--- src/rtl/wb_debug_master.sv ---
// Byte-stream to Wishbone bridge: parses 'W'/'R' command frames from a UART byte
// interface, runs one single-beat bus cycle per frame and streams back the response.
module wb_debug_master #(
   parameter int ACK_TIMEOUT   = 1024,
   parameter int FRAME_TIMEOUT = 500000
) (
   input  logic        clk,
   input  logic        rst_n,
   input  logic [7:0]  rx_data,
   input  logic        rx_valid,
   output logic [7:0]  tx_data,
   output logic        tx_valid,
   input  logic        tx_ready,
   output logic [31:0] m_wb_addr,
   output logic [31:0] m_wb_dat_o,
   input  logic [31:0] m_wb_dat_i,
   output logic        m_wb_we,
   output logic [3:0]  m_wb_sel,
   output logic        m_wb_cyc,
   output logic        m_wb_stb,
   input  logic        m_wb_ack,
   input  logic        m_wb_err,
   output logic        busy
);

   localparam int CNT_MAX = (ACK_TIMEOUT > FRAME_TIMEOUT) ? ACK_TIMEOUT : FRAME_TIMEOUT;
   localparam int CNT_W   = $clog2(CNT_MAX + 1);

   localparam logic [2:0] IDLE  = 3'd0;
   localparam logic [2:0] ADDR  = 3'd1;
   localparam logic [2:0] WDATA = 3'd2;
   localparam logic [2:0] BUS   = 3'd3;
   localparam logic [2:0] RESP  = 3'd4;

   localparam logic [7:0] CMD_W   = 8'h57;
   localparam logic [7:0] CMD_R   = 8'h52;
   localparam logic [7:0] RSP_OK  = 8'h4B;
   localparam logic [7:0] RSP_ERR = 8'h45;

   localparam logic [CNT_W-1:0] ACK_LAST   = CNT_W'(ACK_TIMEOUT - 1);
   localparam logic [CNT_W-1:0] FRAME_LAST = CNT_W'(FRAME_TIMEOUT - 1);
   localparam logic [CNT_W-1:0] CNT_ONE    = CNT_W'(1);

   logic [2:0]       state_r;
   logic             op_write_r;
   logic [1:0]       byte_cnt_r;
   logic [CNT_W-1:0] cnt_r;
   logic [31:0]      rdata_r;
   logic [2:0]       resp_left_r;

   assign m_wb_sel = 4'hF;

   // Frame parser, bus cycle sequencer and response serializer in one state machine.
   always_ff @(posedge clk or negedge rst_n) begin
      if (!rst_n) begin
         state_r     <= IDLE;
         op_write_r  <= 1'b0;
         byte_cnt_r  <= 2'd0;
         cnt_r       <= {CNT_W{1'b0}};
         rdata_r     <= 32'h0000_0000;
         resp_left_r <= 3'd0;
         tx_data     <= 8'h00;
         tx_valid    <= 1'b0;
         m_wb_addr   <= 32'h0000_0000;
         m_wb_dat_o  <= 32'h0000_0000;
         m_wb_we     <= 1'b0;
         m_wb_cyc    <= 1'b0;
         m_wb_stb    <= 1'b0;
         busy        <= 1'b0;
      end else begin
         case (state_r)
            IDLE: begin
               if (rx_valid && (rx_data == CMD_W || rx_data == CMD_R)) begin
                  op_write_r <= (rx_data == CMD_W);
                  byte_cnt_r <= 2'd0;
                  cnt_r      <= {CNT_W{1'b0}};
                  state_r    <= ADDR;
                  busy       <= 1'b1;
               end
            end
            ADDR: begin
               if (rx_valid) begin
                  m_wb_addr  <= {m_wb_addr[23:0], rx_data};
                  cnt_r      <= {CNT_W{1'b0}};
                  byte_cnt_r <= byte_cnt_r + 2'd1;
                  if (byte_cnt_r == 2'd3) begin
                     state_r <= op_write_r ? WDATA : BUS;
                  end
               end else if (cnt_r == FRAME_LAST) begin
                  state_r <= IDLE;
                  busy    <= 1'b0;
               end else begin
                  cnt_r <= cnt_r + CNT_ONE;
               end
            end
            WDATA: begin
               if (rx_valid) begin
                  m_wb_dat_o <= {m_wb_dat_o[23:0], rx_data};
                  cnt_r      <= {CNT_W{1'b0}};
                  byte_cnt_r <= byte_cnt_r + 2'd1;
                  if (byte_cnt_r == 2'd3) begin
                     state_r <= BUS;
                  end
               end else if (cnt_r == FRAME_LAST) begin
                  state_r <= IDLE;
                  busy    <= 1'b0;
               end else begin
                  cnt_r <= cnt_r + CNT_ONE;
               end
            end
            BUS: begin
               // The first BUS cycle only launches the strobe; stb then doubles as "cycle in flight".
               if (!m_wb_stb) begin
                  m_wb_cyc <= 1'b1;
                  m_wb_stb <= 1'b1;
                  m_wb_we  <= op_write_r;
                  cnt_r    <= {CNT_W{1'b0}};
               end else if (m_wb_err || m_wb_ack || cnt_r == ACK_LAST) begin
                  m_wb_cyc <= 1'b0;
                  m_wb_stb <= 1'b0;
                  m_wb_we  <= 1'b0;
                  cnt_r    <= {CNT_W{1'b0}};
                  tx_valid <= 1'b1;
                  state_r  <= RESP;
                  if (m_wb_ack && !m_wb_err) begin
                     tx_data     <= RSP_OK;
                     resp_left_r <= op_write_r ? 3'd0 : 3'd4;
                     if (!op_write_r) begin
                        rdata_r <= m_wb_dat_i;
                     end
                  end else begin
                     tx_data     <= RSP_ERR;
                     resp_left_r <= 3'd0;
                  end
               end else begin
                  cnt_r <= cnt_r + CNT_ONE;
               end
            end
            RESP: begin
               if (tx_ready) begin
                  if (resp_left_r == 3'd0) begin
                     tx_valid <= 1'b0;
                     state_r  <= IDLE;
                     busy     <= 1'b0;
                  end else begin
                     tx_data     <= rdata_r[31:24];
                     rdata_r     <= {rdata_r[23:0], 8'h00};
                     resp_left_r <= resp_left_r - 3'd1;
                  end
               end
            end
            default: begin
               state_r  <= IDLE;
               tx_valid <= 1'b0;
               m_wb_cyc <= 1'b0;
               m_wb_stb <= 1'b0;
               m_wb_we  <= 1'b0;
               busy     <= 1'b0;
            end
         endcase
      end
   end

endmodule
--- config.mk ---
export PLATFORM = sky130hd
export DESIGN_NAME = wb_debug_master
export DESIGN_NICKNAME = d
export VERILOG_FILES = /design/src/rtl/wb_debug_master.sv
export SDC_FILE = /design/constraint.sdc
export NUM_CORES = 1
export LEC_CHECK = 0
export ABC_AREA = 1
export CORE_MARGIN = 2
export CORE_UTILIZATION = 35
export CTS_CLUSTER_SIZE = 10
export DETAILED_ROUTE_END_ITERATION = 8
export PLACE_DENSITY = 0.68
export SETUP_SLACK_MARGIN = 0.4
export SYNTH_ARGS = -nofsm -noshare
export SYNTH_HDL_FRONTEND = slang
export SYNTH_SLANG_ARGS = --single-unit
--- constraint.sdc ---
create_clock -name clk -period 3.3 [get_ports clk]
set_clock_uncertainty 0.1 [all_clocks]
set_input_delay 0.495 -clock clk [delete_from_list [all_inputs] [get_ports clk]]
set_output_delay 0.495 -clock clk [all_outputs]
set_load 0.03 [all_outputs]
After elaboration in Yosys (flattened, before gate mapping)
Index checks and enable logic that the tools add are counted.
{"block": "word_totals", "out_inout_bits": 81, "inputBits": 46, "wordCells": 127, "regBits": 137}
{"block": "classes", "muxes": 58, "addsub": 3, "bitwise_logic": 3, "n_eq_ne": 24, "reduce_logical": 25}
{"cell": "2-to-1 mux 32 bit", "count": 6}
{"cell": "2-to-1 mux 19 bit", "count": 5}
{"cell": "one-hot mux 32 bit (2 select lines)", "count": 1}
{"cell": "one-hot mux 19 bit (3 select lines)", "count": 1}
{"cell": "2-to-1 mux 3 bit", "count": 16}
{"cell": "2-to-1 mux 8 bit", "count": 4}
{"cell": "adder 19 x 1 -> 19 bit (second input constant)", "count": 1}
{"cell": "equality test 19 x 10 -> 1 bit (second input constant)", "count": 1}
{"cell": "equality test 19 bit (second input constant)", "count": 1}
{"cell": "inequality test 2 bit (second input constant)", "count": 9}
{"cell": "equality test 8 x 7 -> 1 bit (second input constant)", "count": 2}
{"cell": "one-hot mux 8 bit (2 select lines)", "count": 1}
{"cell": "one-hot mux 3 bit (5 select lines)", "count": 1}
{"cell": "AND reduction 7 bit", "count": 2}
{"cell": "2-to-1 mux 1 bit", "count": 13}
{"cell": "inequality test 3 bit (second input constant)", "count": 4}
{"cell": "AND reduction 5 bit", "count": 2}
{"cell": "AND reduction 2 bit", "count": 4}
{"cell": "equality test 3 x 2 -> 1 bit (second input constant)", "count": 2}
{"cell": "zero test 3 bit", "count": 2}
{"cell": "one-hot mux 1 bit (2 select lines)", "count": 3}
{"cell": "one-hot mux 3 bit (2 select lines)", "count": 1}
{"cell": "AND reduction 3 bit", "count": 2}
{"cell": "AND reduction 6 bit", "count": 1}
{"cell": "other kinds (20)", "count": 28}

Logic depth before layout (Yosys ltp)
{"block": "logic_depth", "ltp_word": 6, "depth_mapped": 13, "ltp_nobuf": 12}

Worst setup path after synthesis
Ideal clock, no wire load.
{"block": "synth_path", "kind": "reg-to-reg", "start": "register cnt_r[0]", "end": "register rdata_r[8]", "required_ps": 3078, "setup_time_ps": 122, "path_buffers": 1, "synth_period_minus_slack_ps": 1964, "stages_incl_launch_ff": 12, "slack_ps": 1336, "arrival_time_ps": 1742, "path_cell_list": "dfrtp_1 -> ha_1 -> nand3_4 -> nor3_4 -> nand3_2 -> nand2_4 -> inv_4 -> nand2_8 -> nand4_4 -> buf_6 -> nand2_2 -> o21ai_2"}
{"block": "synth_between", "elab_chain_cells": 4}
{"element": "from (decl)", "line_no": "47", "source": "logic [CNT_W-1:0] cnt_r;"}
{"element": "from (signal assigned)", "line_no": "59", "source": "cnt_r <= {CNT_W{1'b0}};"}
{"element": "from (signal assigned)", "line_no": "76", "source": "cnt_r <= {CNT_W{1'b0}};"}
{"element": "from (signal assigned)", "line_no": "84", "source": "cnt_r <= {CNT_W{1'b0}};"}
{"element": "equality test 19 x 10 -> 1 bit", "line_no": "118", "source": "end else if (m_wb_err || m_wb_ack || cnt_r == ACK_LAST) begin"}
{"element": "logical OR 1 bit", "line_no": "118"}
{"element": "inequality test 2 bit (no source line)"}
{"element": "AND reduction 7 bit (no source line)"}
{"element": "to (signal assigned)", "line_no": "129", "source": "rdata_r <= m_wb_dat_i;"}
{"element": "to (signal assigned)", "line_no": "147", "source": "rdata_r <= {rdata_r[23:0], 8'h00};"}
{"element": "to (decl)", "line_no": "48", "source": "logic [31:0] rdata_r;"}
No other way between the ends.
A chain may end at the register's enable or synchronous reset.

Worst setup path in the final report
{"block": "layout_path", "start": "register state_r[2]", "end": "register rdata_r[15]"}
{"block": "layout_between", "elab_chain_cells": 3, "elab_cells_between_ends": 11, "cone_classes": "8 x eq/ne; 1 x mux; 2 x reduce/logical"}
{"element": "from (decl)", "line_no": "44", "source": "logic [2:0] state_r;"}
{"element": "from (signal assigned)", "line_no": "87", "source": "state_r <= op_write_r ? WDATA : BUS;"}
{"element": "equality test 3 x 2 -> 1 bit or equality test 3 bit (tied branches)", "line_no": "71", "source": "case (state_r)"}
{"element": "inequality test 2 bit (no source line) or nonzero test 2 bit (tied branches)"}
{"element": "AND reduction 7 bit (no source line)"}
Parallel ways exist; a longest one is shown, timed or not.

==> summary by stage <==
Cells and area
In the final layout, the share of cells above drive strength 1 is 0.1014. The area growth from synthesis to layout is 29.75%. The fill cell instance count of the final layout is roughly 1900.

0 antenna diodes ended up in the layout. Registers take 3428 sq um. At the end of the flow, the number of nets in the layout was between 900 and 1000. The area taken by multi-input logic gates is 2909 sq um.

Routing
The met1 wire length is around 7.9 mm. The total length of routed met3 wires is 894 microns. Dividing the detail-routed via count by the number of cells gives between 4 and 5.

The detail route stage leaves a number of antenna-violating nets equal to 0. In this run, the number of DRC markers left after iteration 0 of detailed routing was roughly 360. After detailed routing, the number of remaining DRC violations is 0. The highest layer used for signal routing is met4. The length of the first detailed-routing pass in iterations is 5. The met2 wirelength from detailed routing is ~7.8 mm. The wire length per cell after detailed routing is between 10 and 15 microns.

The routed via count is 5704. The total detailed-routing wirelength is about 17 mm.

Yosys
The main combinational cell family by area after synthesis is simple AND/OR/NAND/NOR gates. The most frequently used cell type in the post-synthesis netlist is nand2_1. The warning count from the yosys run is 0. Of the total synthesized cell area, the portion taken by XOR and XNOR cells is 0.01419. The simple-gate share of the synthesized area is 0.2849. In this run, distinct cell masters in the synthesized netlist total 37.

The proportion of synthesized flip-flops having asynchronous set or reset is 1.000. The average footprint of a synthesized cell is 8.279 sq um. The most area-hungry cell type in the Yosys netlist is dfrtp_1. The number of standard cells after synthesis is between 800 and 900. Counting flops with a built-in enable in the synthesized netlist gives 0. The mux contribution to synthesized area is 0.03539.

By count the netlist is led by nand2_1, dfrtp_1, inv_1. Of the total synthesized cell area, the portion taken by full adders, half adders and majority gates is 0.007372. In the synthesized netlist the dominant register cell turns out to be dfrtp_1. Of the post-synthesis cell area, the dominant cell type holds 0.5050. In this run, synthesis produced a sequential element count of between 100 and 150.

After synthesis the cells add up to a little under 7000 sq um. Yosys attributes the largest share of cell area to dfrtp_1, nand2_1, o21ai_2, mux2i_1, inv_1. The area fraction in compound gates after synthesis is 0.08367. Of the synthesized area, sequential elements account for 0.5050.

Pwr
For this design the static power due to leakage is 4.199 nW. The ratio of total power to cell area is 925.2 nW/um^2. The total power is between 0.008 and 0.009 W. The largest voltage drop on the vdd net is ~0.46 mV.

Clocking
The clock reaches the later pin of the worst-skew pair after roughly 420 ps. Clock-pin slew was measured on the worst setup and hold paths at 60 ps. The H-tree depth reported by CTS is 4. Once the clock tree was built, the setup fixing pass inserted 0 buffers. The sink count of the clock tree is between 100 and 150. The buffer levels on the longest clock path is 2.

TritonCTS built the clock tree. In this run the clock root is driven by a clkbuf_16. Counting the buffers created by CTS gives 17.

Global routing
The total routing usage reported by global routing is 0.1734. The number of antenna violations at the first check in global routing is 0. Entering global routing, the biggest net connects between 60 and 70 pins.

After global routing the overflow that remains totals 0. The global-route wire length before repair is 27.99 mm. The number of global-route vias before repair is roughly 5500.

Setup path
The signal on the critical path passes through inv_2, nand2_1, nor2_1, nand2_1, nand4_4, buf_6, nand2_1, o21ai_2. The kind of start point of the critical path is a flip-flop. Data on the critical path is required at its endpoint by approximately 3600 ps. At the worst endpoint, the arrival time is approximately 2800 ps. In this run the worst path has a maximum fanout of 64. By instance count, the cell type seen most on the critical path is nand2_1. On the critical path, the stage with the largest delay is an instance of buf_6. The critical path endpoint category is a flip-flop. The largest single stage delay on the critical path is ~480 ps. The critical path is of the flip-flop to flip-flop type.

Timing
The timing-limited maximum frequency is roughly 400 MHz. Setup repair after global routing left no endpoint under its margin. In the final timing run, aggregate negative setup slack is 0 ps. At the pin with the least slew margin, the transition time is 755.6 ps.

The number of max-slew violations in the final report is 0. The number of hold-slack violations in the final timing report is 0. The headroom to the max-slew limit is 0.4957. The smallest clock period supported by the final layout is computed as 2524 ps. The final count of negative-setup-slack endpoints is 0. The post-route fraction of the period consumed by the critical path is 0.7648.

Place
Port buffering added 122 buffers. The detailed placement HPWL is 11.78 mm. Routability-driven placement finished with a final weighted congestion of 0.8981.

Die
The die is 143.3 microns tall. The site row count is 50. The die span in x is roughly 140 microns. The number of placed I/O pins is 127. The area enclosed by the die boundary is slightly above 20000 sq um. The area inside the core boundary is between 15000 and 20000 sq um. The initial utilization of the core area, before any placement, comes to 0.3593.

Worst hold path
The min-delay analysis places its worst path in the category flip-flop to flip-flop.

Run status
The flow ran to the end, and the final reports show no timing, DRC or antenna violations.

Job
The max capacitance violation total is 0.
flip-flops by register name, summed over array words and instances, names as in the netlist:
name and cells:
m_wb_addr 32, m_wb_stb 1, m_wb_dat_o 32, tx_data 8, m_wb_we 1, tx_valid 1
m_wb_cyc 1, op_write_r 1, rdata_r 32, busy 1, state_r 3, resp_left_r 3
byte_cnt_r 2, cnt_r 19
power breakdown:
part | internal [W] | switching (W)
logic | 0.00129 | 0.00218
clock network | 0.00120 | 0.000731
registers | 0.00231 | 0.000436
worst max-delay path, delay by kind of cell, from the launching register on:
family | cells | cell delay (ps)
AO/OA/AOI/OAI | 1 | 90
flip-flops | 1 | 410
AND/OR/NAND/NOR | 5 | 1230
buffers and inverters | 2 | 580
timing repair:
item | in CTS | in global routing
setup endpoints to repair | 0 | 2
resized for setup | 0 | 1
hold endpoints to repair | 15 | 0
hold buffers | 1 | 0
worst paths after layout:
check / start / to / slack (ps) / cells after the start
setup reg to reg: state_r[2] / rdata_r[15] / 780 / 8
hold reg to reg: m_wb_dat_o[27] / m_wb_dat_o[27] / 380 / 2
min in group asynchronous: rst_n / cnt_r[10] / 540 / 2
setup / recovery: state_r[2] / rdata_r[15] / 780 / 8
max in group asynchronous: rst_n / m_wb_dat_o[17] / 1660 / 3
hold / removal: m_wb_dat_o[27] / m_wb_dat_o[27] / 380 / 2
metal layers:
metal  GRT usage  vias to the layer above
met5           0                        -
met4     0.05366                        0
met3     0.04997                       24
met2      0.2647                      138
met1      0.2389                     2696
li1            -                     2846
layout by cell type, fill, tap and decap left out, drive strengths merged:
cell	n
nand2	323
dfrtp	137
clkdlybuf4s50	121
o21ai	75
inv	66
nor2	48
nand3	42
mux2i	24
nand4	22
clkbuf	20
nor3	13
buf	11
a21oi	9
xor2	9
ha	4
conb	4
bufinv	3
clkinv	3
clkinvlp	3
or2	2
xnor2	2
and2	1
o211ai	1
o22ai	1
o31ai	1
a31oi	1
dlygate4sd3	1
metrics by stage:
step           cells  hold WS (ps)  area (sq um)  utilization  setup slack, ps
2_1_floorplan    823         99.41          6800            -             1336
3_3_place_gp    1175         363.6          8203       0.4342            574.1
3_5_place_dp    1175         364.3          8203       0.4342            531.2
4_1_cts         1207         384.4          8805       0.4660            574.6
5_1_grt         1207         405.2          8808       0.4662            578.6
6_report        1207         381.4          8808       0.4662            776.1
kinds of logic (layout without fill, tap and decap cells):
group | after synthesis | after routing
buffers and inverters | 104 | 228
multiplexers | 24 | 24
other | 1 | 4
AO/OA/AOI/OAI | 88 | 88
XOR/XNOR | 11 | 11
adder cells (fa/ha/maj) | 4 | 4
flip-flops | 137 | 137
AND/OR/NAND/NOR | 451 | 451
cell type report:
cell class | instances | area share
Sequential cell | 137 | 0.3892
Multi-Input combinational cell | 582 | 0.3303
Timing Repair Buffer | 133 | 0.1489
Clock buffer | 20 | 0.05071
Tap cell | 260 | 0.03693
Inverter | 64 | 0.02756
Clock inverter | 11 | 0.01648
Note: power is estimated with default switching activity, not from simulation.
